<file path="src/rtl/uc_envia_quadro_if.sv">
// ---------------------------------------------------------------------------
// uc_envia_quadro_if
// Bundle of the frame-sender control and data signals.
//   slave  modport : seen by uc_envia_quadro (requests, lengths, memory data,
//                    UART done in; UART start/data, indices, status out)
//   master modport : seen by whatever drives the sender (host logic / bench)
// Signals:
//   enviar_dados                 frame start request
//   seg_len[NUM_SEG*LEN_W]       packed per-segment byte counts
//   byte_in[8]                   byte addressed by seg_idx/byte_idx
//   acabou_transmissao_uart_tx   UART TX done pulse
//   iniciar_transmissao_uart_tx  one-cycle UART start pulse
//   dado_tx[8]                   registered byte for the UART
//   seg_idx[3], byte_idx[LEN_W]  memory address of the current byte
//   ocupado                      frame in progress
//   terminou_de_enviar_dados     one-cycle frame-done pulse
//   db_estado[4]                 debug state code
// ---------------------------------------------------------------------------
interface uc_envia_quadro_if #(
  parameter int NUM_SEG = 6,
  parameter int LEN_W   = 6
);
  logic                     enviar_dados;
  logic [NUM_SEG*LEN_W-1:0] seg_len;
  logic [7:0]               byte_in;
  logic                     acabou_transmissao_uart_tx;
  logic                     iniciar_transmissao_uart_tx;
  logic [7:0]               dado_tx;
  logic [2:0]               seg_idx;
  logic [LEN_W-1:0]         byte_idx;
  logic                     ocupado;
  logic                     terminou_de_enviar_dados;
  logic [3:0]               db_estado;

  modport slave (
    input  enviar_dados,
    input  seg_len,
    input  byte_in,
    input  acabou_transmissao_uart_tx,
    output iniciar_transmissao_uart_tx,
    output dado_tx,
    output seg_idx,
    output byte_idx,
    output ocupado,
    output terminou_de_enviar_dados,
    output db_estado
  );

  modport master (
    output enviar_dados,
    output seg_len,
    output byte_in,
    output acabou_transmissao_uart_tx,
    input  iniciar_transmissao_uart_tx,
    input  dado_tx,
    input  seg_idx,
    input  byte_idx,
    input  ocupado,
    input  terminou_de_enviar_dados,
    input  db_estado
  );
endinterface

</file>
<file path="src/rtl/uc_envia_quadro.sv">
// ---------------------------------------------------------------------------
// uc_envia_quadro
// Control unit that walks a segmented frame stored in an external memory and
// hands it to a UART transmitter one byte at a time.
//   clock  : single clock, all state on the rising edge
//   reset  : asynchronous, active-high
//   bus    : uc_envia_quadro_if.slave (see interface header for signals)
// Parameters:
//   NUM_SEG (2..8)  number of segments in the frame
//   LEN_W           width of each segment byte count
//   MEM_LAT (0..3)  cycles from an index change until byte_in is valid
// Build option:
//   UC_ENVIA_QUADRO_CHECKSUM_EN  when defined, an XOR checksum byte of all
//   data bytes is sent after the last segment.
// Timing note: the start pulse is decoded from the inicia state, and dado_tx
// is loaded on the edge that leaves inicia, so the UART sees the new byte
// from the cycle after the start pulse onwards. byte_in is sampled during
// inicia, which gives the memory MEM_LAT full cycles after the index moves.
// ---------------------------------------------------------------------------
module uc_envia_quadro #(
  parameter int NUM_SEG = 6,
  parameter int LEN_W   = 6,
  parameter int MEM_LAT = 1
) (
  input logic              clock,
  input logic              reset,
  uc_envia_quadro_if.slave bus
);

  typedef enum logic [3:0] {
    INICIAL         = 4'd0,
    ESPERA          = 4'd1,
    CARREGA         = 4'd2,
    PULA            = 4'd3,
    ESPERA_MEM      = 4'd4,
    INICIA          = 4'd5,
    ESPERA_TX       = 4'd6,
    AVANCA          = 4'd7,
`ifdef UC_ENVIA_QUADRO_CHECKSUM_EN
    CHECKSUM        = 4'd8,
    ESPERA_CHECKSUM = 4'd9,
`endif
    SINALIZA        = 4'd10
  } estado_t;

  localparam logic [2:0] LAST_SEG = 3'(NUM_SEG - 1);
  localparam logic [1:0] MEM_LAST = (MEM_LAT == 0) ? 2'd0 : 2'(MEM_LAT - 1);

  estado_t                  estado_reg, estado_next;
  logic [NUM_SEG*LEN_W-1:0] seg_len_reg, seg_len_next;
  logic [2:0]               seg_idx_reg, seg_idx_next;
  logic [LEN_W-1:0]         byte_idx_reg, byte_idx_next;
  logic [7:0]               dado_reg, dado_next;
  logic [1:0]               mem_cnt_reg, mem_cnt_next;
`ifdef UC_ENVIA_QUADRO_CHECKSUM_EN
  logic [7:0]               acc_reg, acc_next;
`endif

  // Snapshot unpacked into a fixed 8-entry table so a 3-bit seg_idx always
  // addresses a legal entry; entries beyond NUM_SEG read as empty.
  logic [LEN_W-1:0] len_arr [8];
  genvar gi;
  generate
    for (gi = 0; gi < 8; gi++) begin : g_len
      if (gi < NUM_SEG) begin : g_used
        assign len_arr[gi] = seg_len_reg[gi*LEN_W +: LEN_W];
      end else begin : g_unused
        assign len_arr[gi] = '0;
      end
    end
  endgenerate

  logic [LEN_W-1:0] len_cur;
  logic             last_seg;
  logic             last_byte;
  assign len_cur   = len_arr[seg_idx_reg];
  assign last_seg  = (seg_idx_reg == LAST_SEG);
  assign last_byte = (byte_idx_reg == (len_cur - LEN_W'(1)));

  // State and datapath registers
  always_ff @(posedge clock or posedge reset) begin
    if (reset) begin
      estado_reg   <= INICIAL;
      seg_len_reg  <= '0;
      seg_idx_reg  <= '0;
      byte_idx_reg <= '0;
      dado_reg     <= 8'h00;
      mem_cnt_reg  <= 2'd0;
`ifdef UC_ENVIA_QUADRO_CHECKSUM_EN
      acc_reg      <= 8'h00;
`endif
    end else begin
      estado_reg   <= estado_next;
      seg_len_reg  <= seg_len_next;
      seg_idx_reg  <= seg_idx_next;
      byte_idx_reg <= byte_idx_next;
      dado_reg     <= dado_next;
      mem_cnt_reg  <= mem_cnt_next;
`ifdef UC_ENVIA_QUADRO_CHECKSUM_EN
      acc_reg      <= acc_next;
`endif
    end
  end

  // Next-state and datapath updates
  always_comb begin
    estado_next   = estado_reg;
    seg_len_next  = seg_len_reg;
    seg_idx_next  = seg_idx_reg;
    byte_idx_next = byte_idx_reg;
    dado_next     = dado_reg;
    mem_cnt_next  = mem_cnt_reg;
`ifdef UC_ENVIA_QUADRO_CHECKSUM_EN
    acc_next      = acc_reg;
`endif

    case (estado_reg)
      INICIAL: estado_next = ESPERA;

      ESPERA: begin
        if (bus.enviar_dados) estado_next = CARREGA;
      end

      CARREGA: begin
        seg_len_next  = bus.seg_len;
        seg_idx_next  = '0;
        byte_idx_next = '0;
`ifdef UC_ENVIA_QUADRO_CHECKSUM_EN
        acc_next      = 8'h00;
`endif
        estado_next   = PULA;
      end

      // Empty segments are skipped one per cycle, staying in pula.
      PULA: begin
        if (len_cur == '0) begin
          if (last_seg) begin
`ifdef UC_ENVIA_QUADRO_CHECKSUM_EN
            estado_next = CHECKSUM;
`else
            estado_next = SINALIZA;
`endif
          end else begin
            seg_idx_next = seg_idx_reg + 3'd1;
          end
        end else begin
          mem_cnt_next = 2'd0;
          if (MEM_LAT == 0) estado_next = INICIA;
          else              estado_next = ESPERA_MEM;
        end
      end

      ESPERA_MEM: begin
        if (mem_cnt_reg == MEM_LAST) estado_next  = INICIA;
        else                         mem_cnt_next = mem_cnt_reg + 2'd1;
      end

      INICIA: begin
        dado_next   = bus.byte_in;
`ifdef UC_ENVIA_QUADRO_CHECKSUM_EN
        acc_next    = acc_reg ^ bus.byte_in;
`endif
        estado_next = ESPERA_TX;
      end

      ESPERA_TX: begin
        if (bus.acabou_transmissao_uart_tx) estado_next = AVANCA;
      end

      AVANCA: begin
        if (last_byte) begin
          byte_idx_next = '0;
          if (last_seg) begin
`ifdef UC_ENVIA_QUADRO_CHECKSUM_EN
            estado_next = CHECKSUM;
`else
            estado_next = SINALIZA;
`endif
          end else begin
            seg_idx_next = seg_idx_reg + 3'd1;
            estado_next  = PULA;
          end
        end else begin
          byte_idx_next = byte_idx_reg + LEN_W'(1);
          mem_cnt_next  = 2'd0;
          if (MEM_LAT == 0) estado_next = INICIA;
          else              estado_next = ESPERA_MEM;
        end
      end

`ifdef UC_ENVIA_QUADRO_CHECKSUM_EN
      CHECKSUM: begin
        dado_next   = acc_reg;
        estado_next = ESPERA_CHECKSUM;
      end

      ESPERA_CHECKSUM: begin
        if (bus.acabou_transmissao_uart_tx) estado_next = SINALIZA;
      end
`endif

      SINALIZA: estado_next = ESPERA;

      default: estado_next = INICIAL;
    endcase
  end

  // Outputs decoded from the current state so reset clears them at once.
  logic       iniciar_dec;
  logic       terminou_dec;
  logic       ocupado_dec;
  logic [3:0] db_dec;

  always_comb begin
    iniciar_dec  = 1'b0;
    terminou_dec = 1'b0;
    ocupado_dec  = 1'b1;
    db_dec       = 4'hF;
    case (estado_reg)
      INICIAL, ESPERA: ocupado_dec = 1'b0;
      INICIA:          iniciar_dec = 1'b1;
`ifdef UC_ENVIA_QUADRO_CHECKSUM_EN
      CHECKSUM:        iniciar_dec = 1'b1;
`endif
      SINALIZA:        terminou_dec = 1'b1;
      default: ;
    endcase
    case (estado_reg)
      INICIAL, ESPERA, CARREGA, PULA, ESPERA_MEM, INICIA, ESPERA_TX, AVANCA,
`ifdef UC_ENVIA_QUADRO_CHECKSUM_EN
      CHECKSUM, ESPERA_CHECKSUM,
`endif
      SINALIZA: db_dec = estado_reg;
      default: begin
        db_dec      = 4'hF;
        ocupado_dec = 1'b0;
      end
    endcase
  end

  assign bus.iniciar_transmissao_uart_tx = iniciar_dec;
  assign bus.terminou_de_enviar_dados    = terminou_dec;
  assign bus.ocupado                     = ocupado_dec;
  assign bus.db_estado                   = db_dec;
  assign bus.dado_tx                     = dado_reg;
  assign bus.seg_idx                     = seg_idx_reg;
  assign bus.byte_idx                    = byte_idx_reg;

endmodule

</file>
<file path="src/flat_wrapper.sv">
// flat-port wrapper written by rule: the top's interface ports become plain ports
module uc_envia_quadro_flat 
#(
  parameter int NUM_SEG = 6,
  parameter int LEN_W   = 6,
  parameter int MEM_LAT = 1
)
  (clock, reset, bus_enviar_dados, bus_seg_len, bus_byte_in, bus_acabou_transmissao_uart_tx, bus_iniciar_transmissao_uart_tx, bus_dado_tx, bus_seg_idx, bus_byte_idx, bus_ocupado, bus_terminou_de_enviar_dados, bus_db_estado);
  uc_envia_quadro_if #(.NUM_SEG(NUM_SEG), .LEN_W(LEN_W)) bus_i ();
  input logic clock;
  input logic reset;
  input wire logic [$bits(bus_i.enviar_dados)-1:0] bus_enviar_dados;
  input wire logic [$bits(bus_i.seg_len)-1:0] bus_seg_len;
  input wire logic [$bits(bus_i.byte_in)-1:0] bus_byte_in;
  input wire logic [$bits(bus_i.acabou_transmissao_uart_tx)-1:0] bus_acabou_transmissao_uart_tx;
  output wire logic [$bits(bus_i.iniciar_transmissao_uart_tx)-1:0] bus_iniciar_transmissao_uart_tx;
  output wire logic [$bits(bus_i.dado_tx)-1:0] bus_dado_tx;
  output wire logic [$bits(bus_i.seg_idx)-1:0] bus_seg_idx;
  output wire logic [$bits(bus_i.byte_idx)-1:0] bus_byte_idx;
  output wire logic [$bits(bus_i.ocupado)-1:0] bus_ocupado;
  output wire logic [$bits(bus_i.terminou_de_enviar_dados)-1:0] bus_terminou_de_enviar_dados;
  output wire logic [$bits(bus_i.db_estado)-1:0] bus_db_estado;
  assign bus_i.enviar_dados = bus_enviar_dados;
  assign bus_i.seg_len = bus_seg_len;
  assign bus_i.byte_in = bus_byte_in;
  assign bus_i.acabou_transmissao_uart_tx = bus_acabou_transmissao_uart_tx;
  assign bus_iniciar_transmissao_uart_tx = bus_i.iniciar_transmissao_uart_tx;
  assign bus_dado_tx = bus_i.dado_tx;
  assign bus_seg_idx = bus_i.seg_idx;
  assign bus_byte_idx = bus_i.byte_idx;
  assign bus_ocupado = bus_i.ocupado;
  assign bus_terminou_de_enviar_dados = bus_i.terminou_de_enviar_dados;
  assign bus_db_estado = bus_i.db_estado;
  uc_envia_quadro #(.NUM_SEG(NUM_SEG), .LEN_W(LEN_W), .MEM_LAT(MEM_LAT)) u_core (.clock(clock), .reset(reset), .bus(bus_i));
endmodule
</file>
<file path="config.mk">
export PLATFORM = sky130hd
export DESIGN_NAME = uc_envia_quadro_flat
export DESIGN_NICKNAME = d
export VERILOG_FILES = /design/src/rtl/uc_envia_quadro_if.sv /design/src/rtl/uc_envia_quadro.sv /design/src/flat_wrapper.sv
export SDC_FILE = /design/constraint.sdc
export NUM_CORES = 1
export LEC_CHECK = 0
export BUFFER_PORTS_ARGS = -buffer_cell sky130_fd_sc_hd__buf_2
export CAP_MARGIN = 10
export CORE_MARGIN = 2
export CORE_UTILIZATION = 54
export DETAILED_ROUTE_END_ITERATION = 8
export PLACE_DENSITY = 0.78
export SKIP_CTS_REPAIR_TIMING = 1
export SYNTH_ARGS = -nofsm -noshare
export SYNTH_HDL_FRONTEND = slang
export SYNTH_SLANG_ARGS = --single-unit
</file>
<file path="constraint.sdc">
create_clock -name clock -period 3.7 [get_ports clock]
set_input_delay 0.185 -clock clock [delete_from_list [all_inputs] [get_ports clock]]
set_output_delay 0.185 -clock clock [all_outputs]
set_load 0.05 [all_outputs]
</file>
==> flow_summary.toml <==
[finish]
nets = 394
largest_reg_flops = 36
fill_cells = 425
seqCellArea_mm2 = 0.00148
multi_input_area_mm2 = 0.00158
utilization = 0.681
fin_cells = 418
antennaDiodeCount = 0
layout-drive-gt1-share = 0.468
area_growth_pct = 19.8

[drt]
drt-pass1-iter-count = 4
routed_via_density = 5.66
post-route-drc-count = 0
drt_iter0_drc = 156
wl_um = 6540
route.vias.total = 2364
antenna_left = 0
avgRoutedWirePerCell_um = 15.7

[logic_synthesis]
yosysTopAreaCell = "dfrtp_1"
ys.flop_type = "dfrtp_1"
netlist_instances = 268
avgSynthCellArea_um2 = 11.8
ys_async_sr_fraction = 1.00
synth_edf_count = 0
synth.distinct_cells = 54
synth_area_leaders = "dfrtp_1 47%, mux2_2 19%, ha_1 2.0%"
ys_seq_area_frac = 0.466
syn_nets = 321
netlist_top_cells_count = "59 x dfrtp_1, 54 x mux2_2, 15 x nor2_1"
synth_fa_ha_area_frac = 0.0198
synth_top_family_by_area = "multiplexers"
synth_mux_area_frac = 0.243
synthSimpleGateAreaFrac = 0.106
synthMostInstantiatedCell = "dfrtp_1"
synth_xor_area_frac = 0.0194
yosys.area.top_type_share = 0.466
yosys_warnings = 0
ys_ff_latch = 59
synth_compound_area_frac = 0.109
synthesis.area_mm2 = 0.00317

[floorplan]
die_w_um = 80.6
die_h_um = 80.6
start_util = 0.568
num_rows = 27
dieArea_mm2 = 0.00649
core_area_mm2 = 0.00557
io_pins = 72

[sta]
max_freq_ghz = 0.331
hold_slack_ns = -0.0554
clock-skew-final_ns = 0.00829
rsz0062_at_grt = "false"
post-route-min-period_ns = 3.02
tightestPinTransition_ns = 0.692
slew_headroom = 0.537
fin_crit_sh = 0.817
drv_slew = 0
setup_viol = 0
setup_tns_ns = 0
hold_viol_final = 32

[power_and_ir_drop]
power.total_uw = 3570
internal-power_uw = 2080
leakage_uw = 0.00173
seqPwrFrac = 0.326
clock_power_share = 0.172
power.density_mw_per_mm2 = 940
swShare = 0.417
power_frac_comb = 0.502
p_sw_uw = 1490
peakVddDrop_uv = 497

[critical_path]
required_ns = 3.95
cp_slowest_stage_delay_ns = 0.61
slowest_stage = "dfrtp_1"
arrival_ns = 3.27
worstPathMaxFanout = 11
crit_path_end_kind = "flip-flop"
critPathKind = "reg2reg"
cpMostUsedCell = "a21oi_1"
cp_cell_sequence = "mux2_2 -> a22o_1 -> nor2_1 -> ha_1 -> xnor2_1 -> a21oi_1 -> o21ai_0 -> nor3_2 -> nand3_1 -> a21oi_1 -> nor4b_2"
crit_path_start_kind = "flip-flop"
timing.rr.start = "u_core.bus.seg_idx[1]$_DFFE_PP0P_"
critical_path.startpoint = "u_core.bus.seg_idx[1]$_DFFE_PP0P_"

[status]
status = "finished, violations left"
violations = "negative hold slack"

[global_route]
antenna_found_initial = 0
use_met2 = 0.337
grt_busiest_layer = "met2"
grt_pass1_wl_um = 10900
use_met3 = 0.0551
grt-ovfl-total = 0
grtUsageMet1 = 0.309
grt_pass1_vias = 2338
grt_usage = 0.224
grt_max_degree = 39

[place]
dp_hpwl_um = 4740
io_buffers = 71
gp_congestion = 0.849
dp_cells = 402

[min_path]
worstHoldPathType = "in2async"

[clock_tree]
cts_tree = "yes"
clock_latency_ns = 0.34
cts-buffers-inserted = 9
path_clk_slew_ns = 0.07
cts.sinks = 59
htree_levels = 3
cts-root-buf = "clkbuf_8"
clock_path_buffers = 2

[run]
drv_cap = 0
## layout by cell type (no fill, tap or decap), types with 2 or more instances in the layout
master,instances
nor3b_1,2
nor4b_2,2
mux4_2,2
a22oi_1,3
buf_2,71
xnor2_1,5
a22o_1,5
buf_4,6
inv_1,8
o21ai_0,12
and2_1,3
nor3_2,2
a31oi_1,2
nand2_1,8
nor2_1,15
mux2i_1,5
mux4_1,2
nor3_1,6
and3_1,2
or3_1,2
dfrtp_1,59
xor2_1,2
a21o_1,4
a21oi_1,7
clkbuf_8,12
nand3_1,7
clkinv_2,2
o21a_1,4
mux2_2,54
ha_1,5
nand2b_1,2
## critical path, delay by kind of cell (launching register included)
family          cells  cell delay [ns]
fa+ha+maj           1             0.24
flops               1             0.61
xor+xnor            1             0.12
compound gates      4             0.80
mux                 1             0.38
simple gates        4             0.78
## area by class of cell
| class | count | share of cell area |
|---|---|---|
| clock buffers | 12 | 0.0435 |
| clock inverters | 4 | 0.0125 |
| flip-flops and latches | 59 | 0.389 |
| well taps | 72 | 0.0237 |
| repair buffers | 77 | 0.106 |
| multi-input cells | 185 | 0.417 |
| inverters | 9 | 0.00891 |
## power by group through the flow
| stage | sequential, µW | clock (µW) | combinational [µW] |
|---|---|---|---|
| 2_1_floorplan | 1310 | 0 | 1280 |
| 3_3_place_gp | 1160 | 0 | 1740 |
| 3_5_place_dp | 1170 | 0 | 1790 |
| 4_1_cts | 1160 | 628 | 1800 |
| 5_1_grt | 1200 | 658 | 1950 |
| 6_report | 1160 | 613 | 1790 |
## per-layer routing
metal	wire, µm	part of all wire	vias to the layer above
li1	-	-	1130
met1	3010	0.46	1154
met2	3070	0.47	66
met4	131	0.020	0
met5	0	0	-
met3	331	0.051	14
## metrics by stage
stage / area [µm²] / setup WS (ns) / hold WS (ns)
2_1_floorplan: 3170 / 0.494 / 0.337
4_1_cts: 3790 / 0.677 / -0.0237
3_3_place_gp: 3580 / 0.809 / 0.316
5_1_grt: 3790 / 0.440 / 0.0113
6_report: 3790 / 0.678 / -0.0554
3_5_place_dp: 3580 / 0.704 / 0.331
## worst paths after layout
path	end	slack, ns	cells after the start
min	u_core.bus.dado_tx[6]$_DFFE_PP0P_	-0.06	2
max	u_core.estado_reg[3]$_DFFE_PP0P_	0.68	11
max in group asynchronous	u_core.seg_len_reg[29]$_DFFE_PP0P_	2.94	3
min reg2reg	u_core.mem_cnt_reg[1]$_DFFE_PP0P_	0.48	1
max reg2reg	u_core.estado_reg[3]$_DFFE_PP0P_	0.68	11
min in group clock	u_core.seg_len_reg[14]$_DFFE_PP0P_	0.07	2
## cells by family after synthesis
group,after synthesis
AOI/OAI and AO/OA,49
DFF,59
xor gates and xnor gates,7
muxes,64
adders and majority gates,5
buffers and inverters,24
and+or+nand+nor,60
(Power assumes the default switching activity.)
